File: config.mk
export PLATFORM = sky130hd
export DESIGN_NAME = pc_sequencer
export DESIGN_NICKNAME = d
export VERILOG_FILES = /design/src/rtl/pc_sequencer_pkg.sv /design/src/rtl/pc_sequencer.sv
export SDC_FILE = /design/constraint.sdc
export NUM_CORES = 1
export LEC_CHECK = 0
export BUFFER_PORTS_ARGS = -buffer_cell sky130_fd_sc_hd__buf_4
export CAP_MARGIN = 20
export CORE_AREA = 4 4 53 55
export DETAILED_ROUTE_END_ITERATION = 16
export DIE_AREA = 0 0 57 59
export GPL_TIMING_DRIVEN = 0
export MAX_ROUTING_LAYER = met4
export PLACE_DENSITY = 0.8
export SLEW_MARGIN = 20
export SYNTH_ARGS = -nofsm -noshare
export SYNTH_HDL_FRONTEND = slang
export SYNTH_SLANG_ARGS = --single-unit
export TNS_END_PERCENT = 5
File: constraint.sdc
create_clock -name clk -period 3.1 [get_ports clk]
set_input_delay 0.31 -clock clk [delete_from_list [all_inputs] [get_ports clk]]
set_output_delay 0.31 -clock clk [all_outputs]
set_load 0.01 [all_outputs]
File: src/rtl/pc_sequencer_pkg.sv
// pc_sequencer_pkg: shared state encodings and clock edge selectors for the PC sequencer
package pc_sequencer_pkg;
  localparam bit POS_EDGE = 1'b1;
  localparam bit NEG_EDGE = 1'b0;
  typedef enum logic [1:0] {
    ST_RUN      = 2'd0,
    ST_RET_WAIT = 2'd1,
    ST_FAULT    = 2'd2
  } state_t;
endpackage

File: src/rtl/pc_sequencer.sv
// pc_sequencer: program counter with call/return stack control, depth tracking and sticky faults
module pc_sequencer
  import pc_sequencer_pkg::*;
#(
  parameter int addr_width = 4,
  parameter int data_width = 8,
  parameter logic [data_width-1:0] reset_vector = '0,
  parameter bit active_edge = POS_EDGE
) (
  input  logic                  clk,
  input  logic                  rst,
  input  logic                  en,
  input  logic                  jmp,
  input  logic                  call,
  input  logic                  rtrn,
  input  logic [data_width-1:0] i_target,
  input  logic [data_width-1:0] i_Stack,
  output logic [data_width-1:0] o_PC,
  output logic                  o_call,
  output logic                  o_rtrn,
  output logic                  o_stall,
  output logic [addr_width:0]   o_depth,
  output logic                  o_overflow,
  output logic                  o_underflow
);
  localparam logic [addr_width:0] FULL = (addr_width+1)'(1) << addr_width;
  state_t r_state;
  logic w_clk;
  logic w_run;
  logic w_full;
  logic w_empty;
  assign w_clk   = active_edge ? clk : ~clk;
  assign w_run   = en && r_state == ST_RUN;
  assign w_full  = o_depth == FULL;
  assign w_empty = o_depth == '0;
  assign o_rtrn  = w_run && rtrn && !w_empty;
  assign o_call  = w_run && !rtrn && call && !w_full;
  assign o_stall = r_state != ST_RUN;
  always_ff @(posedge w_clk or negedge rst) begin
    if (!rst) begin
      r_state     <= ST_RUN;
      o_PC        <= reset_vector;
      o_depth     <= '0;
      o_overflow  <= 1'b0;
      o_underflow <= 1'b0;
    end else if (en) begin
      case (r_state)
        ST_RUN: begin
          if (rtrn) begin
            if (!w_empty) begin
              o_depth <= o_depth - 1'b1;
              r_state <= ST_RET_WAIT;
            end else begin
              o_underflow <= 1'b1;
              r_state     <= ST_FAULT;
            end
          end else if (call) begin
            if (!w_full) begin
              o_PC    <= i_target;
              o_depth <= o_depth + 1'b1;
            end else begin
              o_overflow <= 1'b1;
              r_state    <= ST_FAULT;
            end
          end else begin
            o_PC <= jmp ? i_target : o_PC + 1'b1;
          end
        end
        ST_RET_WAIT: begin
          o_PC    <= i_Stack;
          r_state <= ST_RUN;
        end
        default: r_state <= ST_FAULT;
      endcase
    end
  end
endmodule

==> metrics.txt <==
# TYPE chip_impl_metric gauge
chip_impl_info{name="outcome",value="finished clean"} 1
chip_impl_info{name="min_delay_worst_endpoint",value="r_state[0]$_DFFE_PN0P_"} 1
chip_impl_metric{name="chipWidth",unit="um"} 57
chip_impl_metric{name="synth_area",unit="sq um"} 1180
chip_impl_metric{name="largest_net_degree_at_the_start_of_global_routing",unit=""} 18
chip_impl_metric{name="synth_edf_count",unit=""} 0
chip_impl_info{name="critPathSlowestCell",value="sky130_fd_sc_hd__or4_4"} 1
chip_impl_metric{name="first_pass_grt_wire_length",unit="mm"} 5.22
chip_impl_metric{name="ys_warn_count",unit=""} 0
chip_impl_metric{name="utilization",unit="%"} 64.8
chip_impl_info{name="ys.flop_type",value="sky130_fd_sc_hd__dfrtp_1"} 1
chip_impl_metric{name="clk_transition_reported_paths",unit="ps"} 110
chip_impl_metric{name="maxCapViolations",unit=""} 0
chip_impl_metric{name="num_vias",unit=""} 1148
chip_impl_info{name="synthTopCellsByCount",value="17 x sky130_fd_sc_hd__dfrtp_1, 8 x sky130_fd_sc_hd__nand2_1, 7 x sky130_fd_sc_hd__nand3_1, 7 x sky130_fd_sc_hd__o21ai_0"} 1
chip_impl_metric{name="place_congestion",unit=""} 0.911
chip_impl_metric{name="vias_in_the_first_global_route",unit=""} 1156
chip_impl_metric{name="drt-initial-drc-count",unit=""} 39
chip_impl_metric{name="timing.final.crit_period",unit="ps"} 2130
chip_impl_info{name="synth_largest_area_cell",value="sky130_fd_sc_hd__dfrtp_1"} 1
chip_impl_info{name="end_kind",value="output port"} 1
chip_impl_metric{name="io_buffer_count",unit=""} 39
chip_impl_metric{name="core",unit="sq um"} 2390
chip_impl_metric{name="worst_hold_path.num_cells",unit=""} 2
chip_impl_metric{name="final-hold-violation-count",unit=""} 0
chip_impl_metric{name="worst-path-max-fanout",unit=""} 6
chip_impl_metric{name="core.rowCount",unit=""} 18
chip_impl_metric{name="via_per_inst",unit=""} 5.95
chip_impl_metric{name="post_cts_repair_resize_count",unit=""} 0
chip_impl_metric{name="post-route-cell-area",unit="sq um"} 1550
chip_impl_metric{name="place_ws",unit="ps"} 1110
chip_impl_metric{name="initial_utilization",unit="%"} 49.4
chip_impl_metric{name="whs",unit="ps"} 204
chip_impl_metric{name="async_flop_share",unit="%"} 100
chip_impl_metric{name="cts_max_level",unit=""} 1
chip_impl_metric{name="yosys_register_bits",unit=""} 17
chip_impl_metric{name="postPlaceCellArea",unit="sq um"} 1510
chip_impl_metric{name="cp_required",unit="ps"} 2790
chip_impl_metric{name="placedCellCount",unit=""} 188
chip_impl_metric{name="finalClockSkew",unit="ps"} 14.6
chip_impl_metric{name="global_route.overflow_total",unit=""} 0
chip_impl_metric{name="final_antenna_net_count",unit=""} 0
chip_impl_metric{name="worst_ep_arrival_time",unit="ps"} 1820
chip_impl_metric{name="yosysSeqAreaShare",unit="%"} 36.1
chip_impl_metric{name="timing.final.crit_share",unit="%"} 68.6
chip_impl_metric{name="grt_antenna_before_repair",unit=""} 0
chip_impl_metric{name="setup_tns",unit="ps"} 0
chip_impl_metric{name="ios",unit=""} 40
chip_impl_metric{name="syn_area_per_cell",unit="sq um"} 9.90
chip_impl_metric{name="worstSkewPairLatency",unit="ps"} 300
chip_impl_metric{name="clock-sinks",unit=""} 17
chip_impl_metric{name="final_critical_path_setup_slack",unit="ps"} 973
chip_impl_metric{name="overall_die_area",unit="sq um"} 3360
chip_impl_info{name="critPathLaunchType",value="flip-flop"} 1
chip_impl_metric{name="ctsHoldBuffers",unit=""} 1
chip_impl_info{name="worstHoldPathType",value="primary input to flip-flop"} 1
chip_impl_info{name="yosys.cell_count.top_type",value="sky130_fd_sc_hd__dfrtp_1"} 1
chip_impl_info{name="startpoint",value="o_depth[1]$_DFFE_PN0P_"} 1
chip_impl_metric{name="hpwlAfterDp",unit="mm"} 2.31
chip_impl_metric{name="max_freq",unit="GHz"} 0.470
chip_impl_metric{name="max-clock-path-buffers",unit=""} 2
chip_impl_metric{name="slack_of_the_worst_reg_to_reg_path",unit="ps"} 1130
chip_impl_info{name="tritoncts",value="yes"} 1
chip_impl_metric{name="fillCellCount",unit=""} 203
chip_impl_metric{name="power-per-cell-area",unit="nW/um^2"} 873
chip_impl_info{name="synth.top_cells.by_area",value="sky130_fd_sc_hd__dfrtp_1 36%, sky130_fd_sc_hd__xnor2_1 4.5%, sky130_fd_sc_hd__ha_1 4.2%, sky130_fd_sc_hd__and4_1 3.7%, sky130_fd_sc_hd__nand3_1 3.0%"} 1
chip_impl_metric{name="synth_cell_types",unit=""} 46
chip_impl_metric{name="cts_inserted_buffers",unit=""} 3
chip_impl_metric{name="totalWireLength",unit="mm"} 2.98
chip_impl_metric{name="ir_drop",unit="mV"} 0.589
chip_impl_metric{name="vertical_die_dimension",unit="um"} 59
chip_impl_metric{name="rr_worst_depth",unit=""} 4
chip_impl_metric{name="timing.slew.headroom",unit="%"} 56.7
chip_impl_metric{name="finish.net_count",unit=""} 191
chip_impl_info{name="root_buffer",value="sky130_fd_sc_hd__clkbuf_4"} 1
chip_impl_metric{name="finalSetupViolations",unit=""} 0
chip_impl_metric{name="synth.top_cell.area_share",unit="%"} 36.1
chip_impl_metric{name="final_layout_size_suffix_gt1_share",unit="%"} 33.7
chip_impl_metric{name="dr.pass1.iters",unit=""} 5
chip_impl_metric{name="worst-slew-pin-transition",unit="ps"} 633
chip_impl_info{name="worstReg2RegStart",value="o_depth[1]$_DFFE_PN0P_"} 1
chip_impl_metric{name="finalMaxSlewViolations",unit=""} 0
chip_impl_metric{name="postSynthCellCount",unit=""} 119
chip_impl_metric{name="critPathMaxStageDelay",unit="ps"} 600
chip_impl_metric{name="post-layout-total-power",unit="mW"} 1.35
chip_impl_info{name="rsz0062_at_grt",value="no"} 1
chip_impl_metric{name="reported_leakage_power",unit="nW"} 0.734
chip_impl_metric{name="antenna_cells_inserted",unit=""} 0
chip_impl_metric{name="detail_route.wl_per_cell",unit="um"} 15.4
chip_impl_metric{name="area_growth",unit="%"} 31.2
chip_impl_info{name="cp_cell_sequence",value="or4_4, o211ai_2, inv_1, buf_4"} 1
chip_impl_metric{name="postCtsSetupBuffers",unit=""} 0
chip_impl_info{name="min_from",value="en"} 1
chip_impl_metric{name="synth_fp_nets",unit=""} 146
chip_impl_metric{name="grt_util_all_layers",unit="%"} 20.5
chip_impl_info{name="crit_path_class",value="flip-flop to output port"} 1
chip_impl_info{name="worstReg2RegEnd",value="o_PC[1]$_DFFE_PN0P_"} 1
chip_impl_metric{name="drc",unit=""} 0
chip_impl_metric{name="post_layout_nonfiller_instances",unit=""} 193
## placed cells by master, fill, tap and decap left out, drive strengths merged, types with 6 or more instances in the layout
cell	synthesis	routed
xnor2	6	6
nand2	8	8
a21oi	6	6
nand3	7	7
dfrtp	17	17
inv	7	7
buf	0	39
mux2	6	6
o21ai	8	8
## per-layer routing
layer  track usage, %  up-vias  part of all wire (%)
li1                 -      540                     -
met1             23.9      559                    42
met2             34.3       47                    50
met3             4.79        2                   8.0
met4             8.28        0                  0.54
met5                -        -                     0
## sequential cells by signal, summed over array words and instances, names as in the netlist
name         count
o_PC             8
o_depth          5
r_state          2
o_overflow       1
o_underflow      1
## area by class of cell
cell class              instances  area (sq um)  share of cell area (%)
plain buffers                   2          7.51                   0.485
clock buffers                   3          22.5                    1.46
clock inverters                 1          5.00                   0.324
inverters                       7          26.3                    1.70
multi-input cells              93           719                    46.5
flip-flops and latches         17           425                    27.5
well taps                      30          37.5                    2.43
repair buffers                 40           303                    19.6
## worst max path at each step
stage | to | slack, ps | cells past startpoint
final | o_call | 970 | 4
after global routing | o_call | 860 | 4
after CTS | o_call | 950 | 4
after detailed placement | o_PC[2]$_DFFE_PN0P_ | 1110 | 4
after global placement | o_PC[7]$_DFFE_PN0P_ | 1150 | 4
after floorplan | o_depth[1]$_DFFE_PN0P_ | 1250 | 4
## power breakdown
part / leakage [nW] / internal, mW / switching, mW
registers: 0.204 / 0.330 / 0.162
logic: 0.511 / 0.403 / 0.331
clock network: 0.0177 / 0.0480 / 0.0752
total: 0.734 / 0.782 / 0.569
## critical path, delay by kind of cell (launching register included)
kind            cells  cell delay (ps)
buf+inv             2              210
simple gates        1              600
flops               1              470
compound gates      1              250
## cell families after synthesis
kind of cell             synth area share, %
AO/OA/AOI/OAI                           21.2
multiplexers                            8.07
adder cells (fa/ha/maj)                 5.95
flip-flops                              36.1
XOR/XNOR                                5.20
AND/OR/NAND/NOR                         20.6
buffers and inverters                   2.87
No activity file was read; power rests on OpenSTA's default activity.
